**src/rtl/tdc_array.sv**
```systemverilog
// tdc_array: multi-channel time-to-digital converter.
// Each channel runs an IDLE/RUN/DONE FSM that counts prescaled clock edges
// between a start edge and a stop edge. Finished channels are drained one per
// cycle through a round-robin arbiter into a single valid/ready result register.
// Optional build macro: TDC_SATURATE_EN (saturate the count at all-ones and
// finish the measurement instead of wrapping).
module tdc_array #(
    parameter int NCH        = 4,
    parameter int CNT_W      = 32,
    parameter int PRESCALE_W = 8
) (
    input  logic                                 clk,
    input  logic                                 rst,
    input  logic [NCH-1:0]                       start,
    input  logic [NCH-1:0]                       stop,
    output logic [NCH-1:0]                       ro_en,
    output logic [NCH-1:0]                       busy,
    output logic                                 result_valid,
    input  logic                                 result_ready,
    output logic [CNT_W-1:0]                     result_data,
    output logic [(NCH > 1 ? $clog2(NCH) : 1)-1:0] result_ch,
    output logic                                 result_ovf,
    output logic                                 result_drop
);

    localparam int CH_W = (NCH > 1) ? $clog2(NCH) : 1;
    localparam logic [CNT_W-1:0] CNT_MAX = '1;

    typedef enum logic [1:0] {
        S_IDLE = 2'd0,
        S_RUN  = 2'd1,
        S_DONE = 2'd2
    } state_t;

    state_t                state_q [NCH];
    state_t                state_d [NCH];
    logic [PRESCALE_W-1:0] pre_q   [NCH];
    logic [PRESCALE_W-1:0] pre_d   [NCH];
    logic [CNT_W-1:0]      cnt_q   [NCH];
    logic [CNT_W-1:0]      cnt_d   [NCH];
    logic [NCH-1:0]        ovf_q, ovf_d;
    logic [NCH-1:0]        drop_q, drop_d;

    logic [NCH-1:0]        start_q, stop_q;
    logic [NCH-1:0]        start_edge, stop_edge;
    logic                  prime_q;

    logic [CH_W-1:0]       last_q;
    logic [CH_W-1:0]       grant_ch;
    logic [CH_W-1:0]       cand;
    logic                  found;
    logic                  take;
    logic                  grant_vld;

    logic                  rv_q;
    logic [CNT_W-1:0]      rdata_q;
    logic [CH_W-1:0]       rch_q;
    logic                  rovf_q;
    logic                  rdrop_q;

    // prime_q masks the first cycle after reset so inputs already high at release are not edges
    assign start_edge = start & ~start_q & {NCH{prime_q}};
    assign stop_edge  = stop  & ~stop_q  & {NCH{prime_q}};

    // Input history registers for rising-edge detection
    always_ff @(posedge clk or posedge rst) begin
        if (rst) begin
            start_q <= '0;
            stop_q  <= '0;
            prime_q <= 1'b0;
        end else begin
            start_q <= start;
            stop_q  <= stop;
            prime_q <= 1'b1;
        end
    end

    // Round-robin pick of a DONE channel, searching from the one after the last grant
    always_comb begin
        found    = 1'b0;
        grant_ch = '0;
        cand     = '0;
        for (int k = 1; k <= NCH; k++) begin
            cand = CH_W'((int'(last_q) + k) % NCH);
            if (!found && state_q[cand] == S_DONE) begin
                found    = 1'b1;
                grant_ch = cand;
            end
        end
        take      = !rv_q || result_ready;
        grant_vld = found && take;
    end

    // Per-channel next-state, prescaler/count and sticky flag logic
    always_comb begin
        ovf_d  = ovf_q;
        drop_d = drop_q;
        for (int i = 0; i < NCH; i++) begin
            state_d[i] = state_q[i];
            pre_d[i]   = pre_q[i];
            cnt_d[i]   = cnt_q[i];
            case (state_q[i])
                S_IDLE: begin
                    if (start_edge[i]) begin
                        state_d[i] = S_RUN;
                        pre_d[i]   = '0;
                        cnt_d[i]   = '0;
                        ovf_d[i]   = 1'b0;
                    end
                end
                S_RUN: begin
                    if (start_edge[i]) begin
                        drop_d[i] = 1'b1;
                    end
                    pre_d[i] = pre_q[i] + 1'b1;
                    if (stop_edge[i]) begin
                        state_d[i] = S_DONE;
                    end
                    if (pre_q[i] == '1) begin
                        cnt_d[i] = cnt_q[i] + 1'b1;
`ifdef TDC_SATURATE_EN
                        if (cnt_q[i] == CNT_MAX - CNT_W'(1)) begin
                            ovf_d[i]   = 1'b1;
                            state_d[i] = S_DONE;
                        end
`else
                        if (cnt_q[i] == CNT_MAX) begin
                            ovf_d[i] = 1'b1;
                        end
`endif
                    end
                end
                S_DONE: begin
                    if (start_edge[i]) begin
                        drop_d[i] = 1'b1;
                    end
                    if (grant_vld && grant_ch == CH_W'(i)) begin
                        state_d[i] = S_IDLE;
                        ovf_d[i]   = 1'b0;
                        drop_d[i]  = 1'b0;
                    end
                end
                default: begin
                    state_d[i] = S_IDLE;
                end
            endcase
        end
    end

    // Per-channel state registers
    always_ff @(posedge clk or posedge rst) begin
        if (rst) begin
            for (int i = 0; i < NCH; i++) begin
                state_q[i] <= S_IDLE;
                pre_q[i]   <= '0;
                cnt_q[i]   <= '0;
            end
            ovf_q  <= '0;
            drop_q <= '0;
        end else begin
            for (int i = 0; i < NCH; i++) begin
                state_q[i] <= state_d[i];
                pre_q[i]   <= pre_d[i];
                cnt_q[i]   <= cnt_d[i];
            end
            ovf_q  <= ovf_d;
            drop_q <= drop_d;
        end
    end

    // Result register: load on grant, otherwise drain when the consumer accepts
    always_ff @(posedge clk or posedge rst) begin
        if (rst) begin
            rv_q    <= 1'b0;
            rdata_q <= '0;
            rch_q   <= '0;
            rovf_q  <= 1'b0;
            rdrop_q <= 1'b0;
            last_q  <= CH_W'(NCH - 1);
        end else if (grant_vld) begin
            rv_q    <= 1'b1;
            rdata_q <= cnt_q[grant_ch];
            rch_q   <= grant_ch;
            rovf_q  <= ovf_q[grant_ch];
            rdrop_q <= drop_q[grant_ch];
            last_q  <= grant_ch;
        end else if (result_ready) begin
            rv_q    <= 1'b0;
        end
    end

    // Status outputs decoded straight from the state registers
    always_comb begin
        for (int i = 0; i < NCH; i++) begin
            ro_en[i] = (state_q[i] == S_RUN);
            busy[i]  = (state_q[i] != S_IDLE);
        end
    end

    assign result_valid = rv_q;
    assign result_data  = rdata_q;
    assign result_ch    = rch_q;
    assign result_ovf   = rovf_q;
    assign result_drop  = rdrop_q;

endmodule

```
**config.mk**
```make
export PLATFORM = sky130hd
export DESIGN_NAME = tdc_array
export DESIGN_NICKNAME = d
export VERILOG_FILES = /design/src/rtl/tdc_array.sv
export SDC_FILE = /design/constraint.sdc
export NUM_CORES = 1
export LEC_CHECK = 0
export BUFFER_PORTS_ARGS = -buffer_cell sky130_fd_sc_hd__clkbuf_2
export CAP_MARGIN = 10
export CORE_MARGIN = 5
export CORE_UTILIZATION = 35
export DETAILED_ROUTE_END_ITERATION = 7
export PLACE_DENSITY = 0.59
export SYNTH_ARGS = -nofsm -noshare
export SYNTH_HDL_FRONTEND = slang
export SYNTH_SLANG_ARGS = --single-unit
export TNS_END_PERCENT = 20
```
**constraint.sdc**
```tcl
create_clock -name clk -period 6.35 [get_ports clk]
set_input_delay 0.635 -clock clk [delete_from_list [all_inputs] [get_ports clk]]
set_output_delay 0.635 -clock clk [all_outputs]
set_load 0.02 [all_outputs]
```
==> summary.txt, run 1 <==
Status
  • Run status: finished clean

Global route
  • Antenna violations before repair: 0
  • Vias in the first global route: between 8000 and 9000
  • Pin count of the biggest net entering global routing: ~160
  • First-pass GRT wire length: between 40000 and 50000 um
  • GRT Resource Usage Total: roughly 16%
  • Grt total ovfl: 0

Worst setup path
  • Critical Path RT: approximately 6800 ps
  • CP Max Fanout: 12
  • WP data arrival: around 3500 ps
  • Capture point of the worst reg-to-reg path: cnt_q[95]$_DFFE_PP0P_
  • R2r setup slk: between 3000 and 4000 ps
  • Critical path class: reg -> reg
  • Reg2Reg Launch Point: state_q[5]$_DFFE_PP0P_
  • Crit start category: register
  • Crit end category: register
  • R2R depth: 8

Detailed routing
  • DR WL/cell: between 15 and 20 um
  • Final wirelength: roughly 30000 um
  • DR vias: between 9000 and 10000
  • Initial DRC count: 643
  • DRC viols: 0
  • Drt pass-1 iters: 6
  • Routed Antenna Nets: 0
  • Drt via density: around 5.3

Finish
  • Diode count: 0
  • Area Overhead vs Synth: 12.9%
  • Layout cell share with drive strength beyond 1: 12.9%
  • FILL cells: 3328
  • Nets@finish: 1276
  • Post-layout util: 40.0%

Placement
  • RD Place Congestion: 0.805
  • Hpwl dp: about 21000 um
  • IO buf count: 55

Clocking
  • Max clock buf depth: 3
  • Clk_lat worst skew: about 530 ps
  • Postcts setup bufs: 0
  • Clock buffer count from CTS: 25
  • Cells resized by post-CTS repair: 0
  • Root buffer cell: clkbuf_16
  • CTS clk-pin slew, worst paths: around 60 ps
  • TritonCTS clock tree: done
  • H-tree levels: 1
  • Cts hold-fix bufs: 0
  • Clock sink total: around 220

Min path
  • Worst Hold End: stop_q[3]$_DFF_PP0_
  • Hold crit path type: in -> reg
  • HP Start: stop[3]
  • Hold path cells: 1

Yosys
  • Area of the mapped netlist: 11900 sq um
  • Area leader, netlist: dfrtp_1
  • Register bit total from synthesis: between 200 and 250
  • Main synth FF type: dfrtp_1
  • Post-synth top cells: dfrtp_1, nor2_1, nand2_1
  • Mapped Cells: about 1200
  • Area share of the largest cell type after synthesis: 46.7%
  • Syn_nets: 1243
  • Synth area leaders: dfrtp_1, xor2_1, nor2_1, ha_1, nand2_1
  • Async S/R FF share, synth: 100%
  • Seq/Total Area, Yosys: a little under half
  • Yosys warns: 0
  • Syn avg cell area: 9.87 sq um
  • Post-synth cell types: between 60 and 70
  • Most frequent cell after synthesis: dfrtp_1
  • EDFF count, synth: 0

Timing
  • Setup Skew: 23.4 ps
  • Setup tns final: 0 ps
  • Max Slew Vio Count: 0
  • Max_slew headroom: between 30% and 40%
  • Final hold violations: 0
  • RSZ-0062 raised after global routing: no
  • Finish-stage setup viols: 0
  • Final worst path period share: 47.5%
  • FMAX: between 300 and 400 MHz
  • Worst slew pin tran: approximately 1000 ps
  • Min Tclk post-route: approximately 3000 ps

Power and ir drop
  • PD cells: 392 nW/um^2
  • Maximum vdd ir drop: around 440 uV
  • Static leakage: 5.99 nW

Die
  • Die area: around 38000 sq um
  • Cell Rows: 67
  • Die width: 194 um
  • Core area: ~34000 sq um
  • Die height: between 150 and 200 um
  • Num ports: between 50 and 60
  • Starting Density: between 30% and 40%

Run
  • Max-cap violations: 0
## per-stage QoR
step                hold WS, ps  instance area (sq um)  worst slack (ps)  total power, mW  instances
floorplan                   464                  11900              2790             3.25       1204
global placement            463                  12600              3470             3.73       1658
detailed placement          489                  12600              3350             3.77       1658
CTS                         217                  13400              3330             5.31       1703
global route                230                  13400              3100             5.58       1703
finish                      240                  13400              3340             5.26       1703
## kinds of logic after synthesis
| logic type | share of synthesized area (%) |
|---|---|
| other cells | 0.0316 |
| compound gates | 10.7 |
| buf+inv | 3.35 |
| flops | 47.2 |
| simple gates | 22.1 |
| xor+xnor | 9.07 |
| mux | 4.61 |
| fa+ha+maj | 2.95 |
## routing by layer
layer	vias up	wire length, um	track usage, %
met5	-	0	0
met4	0	817	4.22
met3	44	1170	2.17
met2	209	13500	23.9
met1	4435	15000	24.0
li1	4361	-	-
## cell usage in the layout (no fill, tap or decap), types with 6 or more instances in the layout
master	instances
a222oi_1	23
mux2_2	27
nor2b_1	9
clkbuf_2	55
nand2_1	92
clkbuf_8	6
or3_1	18
and3_1	27
and4_1	16
nand4_1	54
nand3b_1	7
buf_4	7
xnor2_1	34
mux2i_1	23
nand3_1	53
nand2b_1	6
xor2_1	89
ha_1	28
a22o_1	7
o221ai_1	15
nor3_1	14
a21oi_1	58
o21ai_0	30
inv_1	28
dfrtp_1	222
nor2_1	173
clkbuf_16	25
## how the worst max path moves through the flow
stage                                 startpoint                    end  slack, ps  cells after the start
after floorplan                              rst   cnt_q[0]$_DFFE_PP0P_       2790                      1
after global placement    state_q[5]$_DFFE_PP0P_  cnt_q[95]$_DFFE_PP0P_       3470                      8
after detailed placement  state_q[5]$_DFFE_PP0P_  cnt_q[95]$_DFFE_PP0P_       3350                      8
after CTS                 state_q[5]$_DFFE_PP0P_  cnt_q[95]$_DFFE_PP0P_       3330                      8
after global routing      state_q[5]$_DFFE_PP0P_  cnt_q[95]$_DFFE_PP0P_       3100                      8
final                     state_q[5]$_DFFE_PP0P_  cnt_q[95]$_DFFE_PP0P_       3340                      8
## critical path, stage by stage (launching register included)
cell	delay, ps
dfrtp_1	430
inv_1	120
ha_1	570
nor2_1	140
a21o_1	330
a2111oi_4	740
nand2_1	130
or3_1	330
a21oi_1	140
## flip-flops by register name, summed over array words and instances (netlist names)
name	flops
cnt_q	128
pre_q	32
result_data	32
state_q	8
drop_q	4
ovf_q	4
start_q	4
stop_q	4
last_q	2
result_ch	2
prime_q	1
result_drop	1
result_ovf	1
result_valid	1
## layout make-up
class                           count  area, sq um  share of cell area (%)
Multi-Input combinational cell    894         5920                    44.2
Timing Repair Buffer               63          348                    2.59
Clock buffer                       34          719                    5.36
Sequential cell                   224         5610                    41.8
Tap cell                          448          561                    4.18
Clock inverter                     11          139                    1.04
Inverter                           29          113                   0.840
## report_power, final
part / internal (mW) / switching [mW] / total, mW
registers: 1.64 / 0.206 / 1.85
clock network: 0.914 / 0.606 / 1.52
logic: 0.596 / 1.30 / 1.90
total: 3.15 / 2.11 / 5.26
No activity file was read; power rests on OpenSTA's default activity.
==> inputs of run 2 (changes only) <==
==> constraint.sdc (replaced) <==
create_clock -name clk -period 2.6 [get_ports clk]
set_input_delay 0.26 -clock clk [delete_from_list [all_inputs] [get_ports clk]]
set_output_delay 0.26 -clock clk [all_outputs]
set_load 0.02 [all_outputs]
==> summary.txt, run 2 (synthesized netlist as in run 1, its figures left out) <==
Clocking
  • Clock buffer count from CTS: 27
  • Max clock buf depth: 3
  • Clock sink total: 224
  • TritonCTS clock tree: done
  • CTS clk-pin slew, worst paths: around 60 ps
  • Root buffer cell: clkbuf_16
  • H-tree levels: 1
  • Clk_lat worst skew: between 500 and 600 ps

Global route
  • Grt total ovfl: 0
  • First-pass GRT wire length: a little over 50000 um
  • Vias in the first global route: roughly 9000
  • Antenna violations before repair: 0
  • Pin count of the biggest net entering global routing: 76
  • GRT Resource Usage Total: approximately 16%

Finish
  • Post-layout util: between 40% and 50%
  • Area Overhead vs Synth: 16.3%
  • Largest register FFs: 128
  • FILL cells: approximately 3300
  • Nets@finish: approximately 1300
  • Diode count: 0
  • Cell area after layout: 13800 sq um
  • Commonest cells after routing, fill and taps aside: dfrtp_1, nor2_1, nand2_1, xor2_1, a21oi_1
  • Layout cell share with drive strength beyond 1: between 15 and 20%
  • Top reg by flops: cnt_q
  • Commonest non-fill, non-tap cell in the layout: dfrtp_1
  • Post-route insts no fill: 1751

Detailed routing
  • Initial DRC count: about 730
  • Drt via density: ~5.4
  • DR vias: around 9400
  • DR WL/cell: between 15 and 20 um
  • DRC viols: 0
  • Drt pass-1 iters: 5
  • Routed Antenna Nets: 0
  • Final wirelength: 31200 um

Status
  • Run status: finished clean

Worst setup path
  • WP data arrival: between 2000 and 3000 ps
  • Crit start category: register
  • Crit end category: register
  • Critical path class: reg -> reg
  • Critical Path RT: between 2000 and 3000 ps
  • CP Max Fanout: 28

Timing
  • Final worst setup slack: around 120 ps
  • Final worst path period share: between 90% and 100%
  • Finish-stage setup viols: 0
  • Final hold violations: 0
  • Max Slew Vio Count: 0
  • RSZ-0062 raised after global routing: no
  • Min Tclk post-route: 2480 ps
  • Setup tns final: 0 ps
  • Setup Skew: between 10 and 15 ps
  • Max_slew headroom: a little under three fifths
  • Worst slew pin tran: 665 ps
  • FMAX: ~400 MHz

Die
  • Core area: between 30000 and 40000 sq um
  • Starting Density: 35.4%
  • Die height: about 190 um
  • Die width: ~190 um
  • Num ports: 56
  • Die area: approximately 38000 sq um
  • Cell Rows: between 60 and 70

Placement
  • Placed Area: about 13000 sq um
  • RD Place Congestion: 0.830
  • Dpl cells: ~1700
  • Hpwl dp: 22300 um
  • Place WS: 111 ps
  • IO buf count: 55

Run
  • Max-cap violations: 0

Min path
  • Hold crit path type: in -> reg

Power and ir drop
  • PD cells: approximately 950 nW/um^2
  • Maximum vdd ir drop: 927 uV
  • Static leakage: ~6.2 nW
run 2: changes by cell type in the layout (fill, tap and decap cells not counted), moves of 2 or more:
cell	before	now
buf_4	7	37
bufinv_16	3	0
clkbuf_8	6	8
buf_12	1	5
dlygate4sd3_1	0	9
clkinv_2	5	9
clkbuf_16	25	27
clkinvlp_4	3	1
run 2: area by class of cell:
| class | count | area, sq um | share of cell area, % |
|---|---|---|---|
| clock buffers | 39 | 801 | 5.80 |
| clock inverters | 11 | 62.6 | 0.453 |
| inverters | 29 | 113 | 0.815 |
| multi-input cells | 894 | 5930 | 42.9 |
| flip-flops and latches | 224 | 5610 | 40.6 |
| well taps | 448 | 561 | 4.06 |
| repair buffers | 106 | 743 | 5.38 |
run 2: what timing repair did:
action	4_1_cts	5_1_grt
setup endpoints to repair	0	8
buffers inserted	0	0
hold buffers	9	0
gates resized for setup	0	2
hold endpoints to repair	123	0
run 2: metal layers:
metal  track usage (%)  part of all wire (%)  up-vias
li1                  -                     -     4451
met1              24.8                    48     4639
met2              25.3                    45      238
met5                 0                     0        -
met4              3.57                   2.2        0
met3              2.10                   5.2       43
run 2: final timing paths:
kind	from	slack, ps	to	depth (start not counted)
worst min-delay path	result_ready	150	result_valid$_DFFE_PP0P_	3
max in group asynchronous	rst	1520	cnt_q[84]$_DFFE_PP0P_	5
worst max-delay path	state_q[6]$_DFFE_PP0P_	120	result_data[14]$_DFFE_PP0P_	7
min in group asynchronous	rst	190	cnt_q[48]$_DFFE_PP0P_	3
worst max register to register	state_q[6]$_DFFE_PP0P_	120	result_data[14]$_DFFE_PP0P_	7
worst min register to register	result_ch[1]$_DFFE_PP0P_	480	result_ch[1]$_DFFE_PP0P_	2
run 2: per-stage QoR:
stage                     hold WS [ps]  power (mW)
after floorplan                    291        7.95
after global routing               165        14.0
after CTS                          126        13.3
after global placement             189        9.48
final                              146        13.2
after detailed placement           187        9.55
run 2: power by group:
group	internal, mW	switching (mW)	leakage, nW	total, mW
Sequential	4.01	0.522	3.00	4.53
Combinational	1.73	3.29	2.79	5.02
Clock	2.13	1.51	0.439	3.64
run 2: worst max-delay path: stages, from the launching register on:
cell,delay [ps]
dfrtp_1,410
and2b_1,310
o221ai_1,210
a32oi_4,280
buf_12,250
mux2_2,400
a222oi_1,330
a21oi_1,120
